`config.mk`:
```
export PLATFORM = sky130hd
export DESIGN_NAME = uart_rx_fifo
export DESIGN_NICKNAME = d
export VERILOG_FILES = /design/src/rtl/uart_pkg.sv /design/src/rtl/uart_fifo_mem.sv /design/src/rtl/uart_rx_fifo.sv
export SDC_FILE = /design/constraint.sdc
export NUM_CORES = 1
export LEC_CHECK = 0
export ABC_AREA = 1
export BUFFER_PORTS_ARGS = -buffer_cell sky130_fd_sc_hd__buf_2
export CORE_UTILIZATION = 35
export DETAILED_ROUTE_END_ITERATION = 6
export PLACE_DENSITY = 0.48
export SLEW_MARGIN = 15
export SYNTH_ARGS = -nofsm -noshare
export SYNTH_HDL_FRONTEND = slang
export SYNTH_SLANG_ARGS = --single-unit
```
`constraint.sdc`:
```
create_clock -name clk -period 2.65 [get_ports clk]
set_clock_uncertainty 0.15 [all_clocks]
set_input_delay 0.265 -clock clk [delete_from_list [all_inputs] [get_ports clk]]
set_output_delay 0.265 -clock clk [all_outputs]
set_load 0.005 [all_outputs]
```
`src/rtl/uart_pkg.sv`:
```
// rtl/uart_pkg.sv - shared UART receive-path types
package uart_pkg;

  localparam int UART_DATA_W = 8;

  // One buffered character plus its parity status (perr=1: parity failed or never reported)
  typedef struct packed {
    logic                   perr;
    logic [UART_DATA_W-1:0] data;
  } rx_entry_t;

endpackage

```
`src/rtl/uart_fifo_mem.sv`:
```
// rtl/uart_fifo_mem.sv - simple dual-port register array, sync write, async read
module uart_fifo_mem
  import uart_pkg::*;
#(
  parameter int W     = UART_DATA_W + 1,
  parameter int DEPTH = 16,
  parameter int AW    = $clog2(DEPTH)
) (
  input  logic          clk,
  input  logic          we,
  input  logic [AW-1:0] waddr,
  input  logic [W-1:0]  wdata,
  input  logic [AW-1:0] raddr,
  output logic [W-1:0]  rdata
);

  logic [W-1:0] mem [DEPTH];

  // Storage is deliberately never cleared; occupancy tracking lives in the FIFO controller
  always_ff @(posedge clk) begin
    if (we) begin
      mem[waddr] <= wdata;
    end
  end

  assign rdata = mem[raddr];

endmodule

```
`src/rtl/uart_rx_fifo.sv`:
```
// rtl/uart_rx_fifo.sv - first-word-fall-through receive buffer behind the UART receiver
module uart_rx_fifo
  import uart_pkg::*;
#(
  parameter int DATA_W = UART_DATA_W,
  parameter int DEPTH  = 16
) (
  input  logic                      clk,
  input  logic                      Reset,
  input  logic                      rx_done_tick,
  input  logic [DATA_W-1:0]         rx_data,
  input  logic                      par_ok,
  input  logic                      rd_en,
  output logic [DATA_W-1:0]         rd_data,
  output logic                      rd_perr,
  output logic                      empty,
  output logic                      full,
  output logic [$clog2(DEPTH):0]    count,
  output logic                      overrun,
  input  logic                      clr_overrun
);

  localparam int AW = $clog2(DEPTH);
  localparam logic [AW:0] FULL_CNT = (AW+1)'(DEPTH);

  logic [AW-1:0]   wr_ptr;
  logic [AW-1:0]   rd_ptr;
  logic [AW:0]     cnt_q;
  logic            par_pending;
  logic            rd_accept;
  logic            wr_accept;
  logic            ovr_event;
  logic            wr_perr;
  logic [DATA_W:0] wr_word;
  logic [DATA_W:0] rd_word;

  // Flags come only from the registered count, so rd_en never reaches an output combinationally
  assign empty = (cnt_q == '0);
  assign full  = (cnt_q == FULL_CNT);
  assign count = cnt_q;

  // A pop at full frees the slot the same cycle, so a simultaneous write is still accepted
  assign rd_accept = rd_en & ~empty;
  assign wr_accept = rx_done_tick & (~full | rd_accept);
  assign ovr_event = rx_done_tick & full & ~rd_accept;

  // A par_ok coincident with the done tick still belongs to the character being written
  assign wr_perr = ~(par_pending | par_ok);
  assign wr_word = {wr_perr, rx_data};

  uart_fifo_mem #(
    .W     (DATA_W + 1),
    .DEPTH (DEPTH),
    .AW    (AW)
  ) u_mem (
    .clk   (clk),
    .we    (wr_accept),
    .waddr (wr_ptr),
    .wdata (wr_word),
    .raddr (rd_ptr),
    .rdata (rd_word)
  );

  assign rd_perr = rd_word[DATA_W];
  assign rd_data = rd_word[DATA_W-1:0];

  // Remember a parity pass until the character it belongs to completes (even if that character is dropped)
  always_ff @(posedge clk) begin
    if (Reset) begin
      par_pending <= 1'b0;
    end else if (rx_done_tick) begin
      par_pending <= 1'b0;
    end else if (par_ok) begin
      par_pending <= 1'b1;
    end
  end

  // Pointers roll over naturally at DEPTH; the count tells full and empty apart
  always_ff @(posedge clk) begin
    if (Reset) begin
      wr_ptr <= '0;
      rd_ptr <= '0;
    end else begin
      if (wr_accept) begin
        wr_ptr <= wr_ptr + AW'(1);
      end
      if (rd_accept) begin
        rd_ptr <= rd_ptr + AW'(1);
      end
    end
  end

  // Occupancy moves only when exactly one of write/read is accepted
  always_ff @(posedge clk) begin
    if (Reset) begin
      cnt_q <= '0;
    end else begin
      case ({wr_accept, rd_accept})
        2'b10:   cnt_q <= cnt_q + (AW+1)'(1);
        2'b01:   cnt_q <= cnt_q - (AW+1)'(1);
        default: cnt_q <= cnt_q;
      endcase
    end
  end

  // Sticky drop indicator; a new drop outranks a same-cycle clear
  always_ff @(posedge clk) begin
    if (Reset) begin
      overrun <= 1'b0;
    end else if (ovr_event) begin
      overrun <= 1'b1;
    end else if (clr_overrun) begin
      overrun <= 1'b0;
    end
  end

endmodule

```
==> flow_summary.json, run 1 <==
{
  "status": "completed",
  "synth-main-ff-cell": "edfxtp_1",
  "multi_input_area_um2": 1700,
  "dpl_worst_slack_ns": 0.445,
  "critPathMaxStageDelay_ns": 0.54,
  "hp-class": "primary input to flip-flop",
  "synth_cells": 529,
  "ys_ff_latch": 163,
  "hold_viol": 0,
  "antenna_cells": 0,
  "slew_headroom": 0.565,
  "vias": 4159,
  "syn_area_per_cell_um2": 12.8,
  "cts-root-buf": "clkbuf_16",
  "ir_drop_v": 0.000490,
  "synth_area_um2": 6770,
  "layout_setup_ws_ns": 0.172,
  "cts.sinks": 163,
  "firstDrtPassIters": 4,
  "rows": 50,
  "period_share": 0.935,
  "drv_slew": 0,
  "drc_errors": 0,
  "worstSetupPathType": "flip-flop to primary output",
  "grt_antenna_before_repair": 0,
  "grt_max_degree": 47,
  "dp_hpwl_um": 9520,
  "cp-end-kind": "primary output",
  "maxCapViolCount": 0,
  "worstPathCellList": "clkinv_1 > buf_4 > o21ai_0 > o211ai_1 > nand2_1 > buf_2",
  "yosys_warnings": 0,
  "fmax_mhz": 404,
  "drt-total-wl_um": 15000,
  "ys_seq_area_frac": 0.695,
  "grt_pass1_wl_um": 22500,
  "finalNonFillerCells": 861,
  "die_y_um": 141,
  "clock_latency_ns": 0.42,
  "antenna_left": 0,
  "die-area_um2": 19900,
  "cts_inserted_buffers": 17,
  "synth_nets": 550,
  "htree_levels": 4,
  "grt_overflow": 0,
  "cp-start-kind": "flip-flop",
  "first_global_vias": 3854,
  "worstMarginPinSlew_ns": 0.652,
  "initial_core_util": 0.359,
  "ys_types": 31,
  "design_area_um2": 7990,
  "grt_usage": 0.158,
  "numPlacedInstances": 822,
  "drt-wirelength-per-cell_um": 17.5,
  "arrival_ns": 2.06,
  "cts_tree": "built",
  "cts_buffer_depth": 2,
  "clkTransAtPathRegs_ns": 0.07,
  "cp_data_required_time_ns": 2.24,
  "path_max_fanout": 16,
  "area_growth_pct": 18.1,
  "p_per_area_nw_per_um2": 805,
  "period_needed_ns": 2.48,
  "drive_above_1_share": 0.185,
  "n_fill_cell": 1741,
  "critPathSlowestCell": "dfxtp_1",
  "rsz0062_at_grt": "false",
  "io_pins": 31,
  "place_congestion": 0.762,
  "vias_per_cell": 4.83,
  "seq_area_um2": 4710,
  "async_flop_share": 0,
  "portBuffers": 30,
  "fp.dieW_um": 141,
  "p_leak_nw": 2.91,
  "nNetsFinal": 609,
  "tns_ns": 0,
  "cts_resized": 0,
  "synth_edf_count": 144,
  "placed_cell_area_um2": 7340,
  "core_um2": 18800,
  "power_w": 0.00643,
  "finalSetupViolations": 0,
  "drt_iter0_markers": 319
}
-- worst paths after layout --
path | start | to | cells past startpoint | slack (ns)
hold reg to reg | rd_ptr[3] | rd_ptr[3] | 2 | 0.32
hold / removal | rx_data[0] | u_mem.mem[2][0] | 1 | 0.06
setup reg to reg | count[0] | count[4] | 10 | 0.57
setup / recovery | flip-flop | rd_perr | 6 | 0.17
-- layer usage --
| layer | share of wire | track usage | wire (µm) |
|---|---|---|---|
| met4 | 0.026 | 0.0795 | 391 |
| met1 | 0.45 | 0.196 | 6700 |
| met3 | 0.026 | 0.0285 | 389 |
| met5 | 0 | 0 | 0 |
| met2 | 0.50 | 0.267 | 7550 |
-- synth_stat cells, types with 2 or more instances --
cell / count / share of area
clkbuf_1: 9 / 0.0050
buf_2: 9 / 0.0067
o21ai_0: 53 / 0.039
nor2_1: 26 / 0.014
ha_1: 7 / 0.013
clkinv_1: 2 / 0.0011
nand3_2: 2 / 0.0030
nand2_2: 4 / 0.0037
a21oi_1: 46 / 0.034
nand2_1: 34 / 0.019
nand3_1: 15 / 0.011
dfxtp_1: 19 / 0.056
nor2_2: 4 / 0.0037
nand4_1: 3 / 0.0028
buf_4: 2 / 0.0022
buf_1: 3 / 0.0017
edfxtp_1: 144 / 0.64
inv_2: 4 / 0.0022
o211ai_1: 37 / 0.041
inv_1: 59 / 0.033
nor3_1: 2 / 0.0015
mux2i_1: 36 / 0.053
-- where the power goes --
part           internal, W  switching [W]  total [W]  leakage, nW
sequential         0.00287      0.0000738    0.00294         1.46
combinational     0.000431       0.000680    0.00111         1.17
clock              0.00132        0.00106    0.00238        0.279
total              0.00462        0.00181    0.00643         2.91
-- cell type report --
type / instances / area share
clock buffer: 17 / 0.0532
clock inverter: 15 / 0.0185
inverter: 65 / 0.0305
multi-input combinational: 277 / 0.213
sequential: 163 / 0.589
tap: 260 / 0.0407
timing repair buffer: 64 / 0.0553
-- cell usage in the layout, fill, tap and decap left out, types with 2 or more instances in the layout --
cell type / instances
inv_6: 5
inv_8: 2
inv_1: 59
dlygate4sd3_1: 5
clkbuf_16: 17
buf_2: 30
buf_4: 26
mux2i_1: 36
inv_2: 4
dfxtp_1: 18
edfxtp_1: 144
clkinvlp_4: 2
clkinv_1: 2
o21ai_0: 53
nor3_1: 2
o211ai_1: 37
nand4_1: 3
nor2_1: 26
nand2_2: 4
nand2_1: 34
clkinv_4: 3
a21oi_1: 46
clkinv_2: 2
nand3_2: 2
nor2_2: 4
ha_1: 7
nand3_1: 15
-- cell families (layout without fill, tap and decap cells) --
family                   Yosys count  after routing  share of synthesized area
XOR/XNOR                           1              1                    0.00129
adder cells (fa/ha/maj)            7              7                     0.0129
multiplexers                      36             36                     0.0533
flip-flops                       163            163                      0.695
buffers and inverters             89            161                     0.0533
AO/OA/AOI/OAI                    139            139                      0.119
AND/OR/NAND/NOR                   94             94                     0.0653
-- critical path: cells and delay by family (launching register included) --
kind            cells  cell delay (ns)
compound gates      2             0.49
buf+inv             3             0.49
flops               1             0.54
simple gates        1             0.10
-- state kept, by name, summed over array words and instances (netlist names), named ones only --
register / cells
count: 5
overrun: 1
par_pending: 1
rd_ptr: 4
u_mem.mem: 144
wr_ptr: 4
-- through the flow --
stage | hold WS (ns) | utilization
2_1_floorplan | 0.184 | -
3_3_place_gp | 0.303 | 0.390
3_5_place_dp | 0.310 | 0.390
4_1_cts | 0.0412 | 0.424
5_1_grt | 0.0624 | 0.424
6_report | 0.0603 | 0.424
-- timing repair --
action,CTS,global route
buffers inserted,1,1
endpoints found under the setup margin,4,1
endpoints found under the hold margin,4,0
hold buffers,5,0
Note: power is estimated with default switching activity, not from simulation.
==> run 2, diff against run 1 <==
- MAX_ROUTING_LAYER: not set -> met4
==> flow_summary.json, run 2 (synthesized netlist as in run 1, its figures left out) <==
{
  "grt_max_degree": 47,
  "antenna_left": 0,
  "path_max_fanout": 16,
  "die-area_um2": 19900,
  "clkTransAtPathRegs_ns": 0.07,
  "portBuffers": 30,
  "vias": 4175,
  "tns_ns": 0,
  "drt_iter0_markers": 308,
  "cts_buffer_depth": 2,
  "period_share": 0.939,
  "finalSetupViolations": 0,
  "place_congestion": 0.777,
  "initial_core_util": 0.359,
  "clock_latency_ns": 0.43,
  "cts.sinks": 163,
  "placed_cell_area_um2": 7340,
  "power_w": 0.00644,
  "hold_viol": 0,
  "htree_levels": 4,
  "grt_antenna_before_repair": 0,
  "cts_tree": "built",
  "first_global_vias": 3870,
  "vias_per_cell": 4.85,
  "rsz0062_at_grt": "false",
  "final_common_cell": "edfxtp_1",
  "layout_common_cells": "edfxtp_1 (144), inv_1 (59), o21ai_0 (53), a21oi_1 (46), o211ai_1 (37)",
  "firstDrtPassIters": 5,
  "cp_data_required_time_ns": 2.24,
  "layout_setup_ws_ns": 0.162,
  "drv_slew": 0,
  "fmax_mhz": 402,
  "cp-end-kind": "primary output",
  "status": "completed",
  "grt_overflow": 0,
  "drc_errors": 0,
  "top_register": "u_mem.mem",
  "period_needed_ns": 2.49,
  "worstMarginPinSlew_ns": 0.663,
  "slew_headroom": 0.557,
  "drt-wirelength-per-cell_um": 17.4,
  "design_area_um2": 7990,
  "grt_usage": 0.163,
  "critPathMaxStageDelay_ns": 0.53,
  "p_leak_nw": 2.91,
  "antenna_cells": 0,
  "grt_pass1_wl_um": 22500,
  "ir_drop_v": 0.000498,
  "cp-start-kind": "flip-flop",
  "dp_hpwl_um": 9520,
  "drt-total-wl_um": 15000,
  "area_growth_pct": 18.1,
  "cts_inserted_buffers": 17,
  "arrival_ns": 2.07,
  "largest_reg_flops": 144,
  "cts_resized": 0,
  "rows": 50,
  "worstSetupPathType": "flip-flop to primary output",
  "worstPathCellList": "clkinv_1 > buf_4 > o21ai_0 > o211ai_1 > nand2_1 > buf_2",
  "maxCapViolCount": 0,
  "core_um2": 18800,
  "p_per_area_nw_per_um2": 805,
  "hp-class": "primary input to flip-flop",
  "cts-root-buf": "clkbuf_16",
  "dpl_worst_slack_ns": 0.445,
  "fp.dieW_um": 141,
  "critPathSlowestCell": "dfxtp_1",
  "postLayoutCoreUtil": 0.424,
  "io_pins": 31,
  "drive_above_1_share": 0.185,
  "die_y_um": 141,
  "nNetsFinal": 609
}
-- run 2: cell counts in the layout (fill, tap and decap cells not counted) --
No cell type changed its count.
-- run 2: through the flow --
step / hold WS [ns] / cells
2_1_floorplan: 0.184 / 529
3_3_place_gp: 0.303 / 822
3_5_place_dp: 0.310 / 822
4_1_cts: 0.0412 / 860
5_1_grt: 0.0616 / 861
6_report: 0.0560 / 861
-- run 2: where the power goes --
part | internal (W) | switching [W] | total (W)
combinational | 0.000430 | 0.000678 | 0.00111
sequential | 0.00287 | 0.0000734 | 0.00294
clock | 0.00132 | 0.00107 | 0.00239
total | 0.00462 | 0.00182 | 0.00644
-- run 2: final cells by class --
cell class	instances	area (µm²)
inverters	65	244
fillers	1741	10800
clock buffers	17	425
well taps	260	325
clock inverters	15	148
flip-flops and latches	163	4710
repair buffers	64	442
multi-input cells	277	1700
-- run 2: repair_timing --
action | CTS | global route
hold endpoints to repair | 4 | 0
setup buffers | 1 | 1
hold buffers | 5 | 0
setup endpoints to repair | 4 | 1
-- run 2: metal layers --
metal  global-route usage  share of wire  vias up
li1                     -              -     2031
met2                0.265           0.50       80
met1                0.197           0.44     2040
met3               0.0296          0.038       24
met5                    -              0        -
met4               0.0795          0.026        0
-- run 2: path summary, 6_finish.rpt --
| path | start | endpoint | slack [ns] | depth (start not counted) |
|---|---|---|---|---|
| min | rx_data[0] | u_mem.mem[2][0] | 0.06 | 1 |
| max | flip-flop | rd_perr | 0.16 | 6 |
| min reg2reg | rd_ptr[3] | rd_ptr[3] | 0.32 | 2 |
| max reg2reg | count[0] | count[4] | 0.57 | 10 |
-- run 2: critical path, delay by kind of cell, from the launching register on --
kind | cells | cell delay [ns]
AO/OA/AOI/OAI | 2 | 0.51
buffers and inverters | 3 | 0.49
flip-flops | 1 | 0.53
AND/OR/NAND/NOR | 1 | 0.11
==> run 3, diff against run 2 <==
==> constraint.sdc (replaced) <==
create_clock -name clk -period 2.65 [get_ports clk]
set_clock_uncertainty 0.15 [all_clocks]
set_input_delay 0.1325 -clock clk [delete_from_list [all_inputs] [get_ports clk]]
set_output_delay 0.1325 -clock clk [all_outputs]
set_load 0.005 [all_outputs]
==> flow_summary.json, run 3 (synthesized netlist as in run 1, its figures left out) <==
{
  "firstDrtPassIters": 4,
  "worstSetupPathType": "flip-flop to primary output",
  "cp-start-kind": "flip-flop",
  "clkTransAtPathRegs_ns": 0.06,
  "p_int_w": 0.00467,
  "io_pins": 31,
  "first_global_vias": 4200,
  "grt.busiest_layer": "met2",
  "grt_overflow": 0,
  "fmax_mhz": 410,
  "maxCapViolCount": 0,
  "power_frac_comb": 0.173,
  "htree_levels": 4,
  "power_frac_clock": 0.364,
  "ir_drop_v": 0.000417,
  "switchingPower_w": 0.00171,
  "p_per_area_nw_per_um2": 794,
  "period_needed_ns": 2.44,
  "vias_per_cell": 4.87,
  "whs_ns": 0.0520,
  "met3_usage": 0.0367,
  "area_growth_pct": 18.9,
  "place_congestion": 0.802,
  "layout_common_cells": "edfxtp_1 (144), inv_1 (59), o21ai_0 (53), a21oi_1 (46), o211ai_1 (37)",
  "cp_num_buf_inv": 2,
  "clock_latency_ns": 0.42,
  "drv_slew": 0,
  "cp_data_required_time_ns": 2.37,
  "cts_tree": "built",
  "hold_viol": 0,
  "worstMarginPinSlew_ns": 0.653,
  "status": "completed",
  "path_delay_family": "flip-flops",
  "cts.sinks": 163,
  "rsz0062_at_grt": "false",
  "fp.dieW_um": 141,
  "cts-root-buf": "clkbuf_16",
  "drive_above_1_share": 0.170,
  "hp-class": "primary input to flip-flop",
  "arrival_ns": 2.16,
  "top_register": "u_mem.mem",
  "antenna_left": 0,
  "cp-end-kind": "primary output",
  "finalSetupViolations": 0,
  "final_common_cell": "edfxtp_1",
  "grt_usage": 0.172,
  "rows": 50,
  "critPathMaxStageDelay_ns": 0.70,
  "tns_ns": 0,
  "initial_core_util": 0.359,
  "die-area_um2": 19900,
  "slew_headroom": 0.564,
  "seq_power_share": 0.463,
  "drc_errors": 0,
  "cts_inserted_buffers": 17,
  "path_max_fanout": 10,
  "core_um2": 18800,
  "grt_antenna_before_repair": 0,
  "vias": 4218,
  "grt_pass1_wl_um": 24300,
  "grt_use_met2": 0.274,
  "worstPathCellList": "clkinv_1 > o211ai_1 > nand2_1 > buf_2",
  "p_leak_nw": 2.92,
  "die_y_um": 141,
  "gr-usage-met1": 0.218,
  "portBuffers": 30,
  "period_share": 0.920,
  "grt_max_degree": 51,
  "largest_reg_flops": 144,
  "drt-total-wl_um": 15800,
  "drt-wirelength-per-cell_um": 18.2,
  "nNetsFinal": 616,
  "cts_buffer_depth": 2,
  "antenna_cells": 0,
  "swShare": 0.268,
  "postLayoutCoreUtil": 0.427,
  "dp_hpwl_um": 9830,
  "drt_iter0_markers": 247,
  "critPathSlowestCell": "dfxtp_1"
}
==> run 3: final timing paths <==
check | start | slack [ns] | depth (start not counted) | endpoint
max | flip-flop | 0.21 | 4 | rd_perr
min | par_ok | 0.05 | 3 | u_mem.mem[10][8]
min reg2reg | rd_ptr[3] | 0.32 | 2 | flip-flop
max reg2reg | count[0] | 0.56 | 10 | count[4]
==> run 3: layout make-up <==
class | instances | area [µm²]
Clock buffer | 19 | 433
Multi-Input combinational cell | 277 | 1700
Timing Repair Buffer | 71 | 515
Inverter | 65 | 244
Clock inverter | 12 | 116
Fill cell | 1758 | 10800
Sequential cell | 163 | 4710
Tap cell | 260 | 325
==> run 3: metal layers <==
layer / vias to the layer above / part of all wire
met3: 22 / 0.031
met5: - / 0
met1: 2078 / 0.46
li1: 2045 / -
met2: 73 / 0.49
met4: 0 / 0.016
==> run 3: metrics by stage <==
stage	setup slack [ns]	total power [W]	instance area [µm²]	cells
floorplan	0.724	0.00372	6770	529
global placement	0.570	0.00407	7340	822
detailed placement	0.564	0.00409	7340	822
CTS	0.105	0.00642	8020	866
global route	0.155	0.00667	8040	867
finish	0.212	0.00639	8040	867
==> run 3: worst reg2reg max path, stage by stage, from the launching register on <==
cell and delay [ns]:
dfxtp_1 0.36, nor2_2 0.18, nand3_2 0.16, nand3_2 0.15, inv_1 0.08, ha_1 0.34, or2_2 0.31, nand3_1 0.10
nand3_1 0.07, nand2_1 0.06, nor2_1 0.04
==> run 3: what timing repair did <==
item                                   4_1_cts  5_1_grt
hold buffers                                13        0
setup endpoints to repair                    0        4
resized for setup                            0        0
buffers inserted                             0        1
endpoints found under the hold margin      122        0
==> run 3: power groups by stage <==
stage	Clock, W	Sequential [W]	Combinational (W)
3_3_place_gp	0	0.00303	0.00104
4_1_cts	0.00236	0.00298	0.00107
6_report	0.00232	0.00296	0.00111
2_1_floorplan	0	0.00296	0.000758
3_5_place_dp	0	0.00303	0.00106
5_1_grt	0.00248	0.00297	0.00123
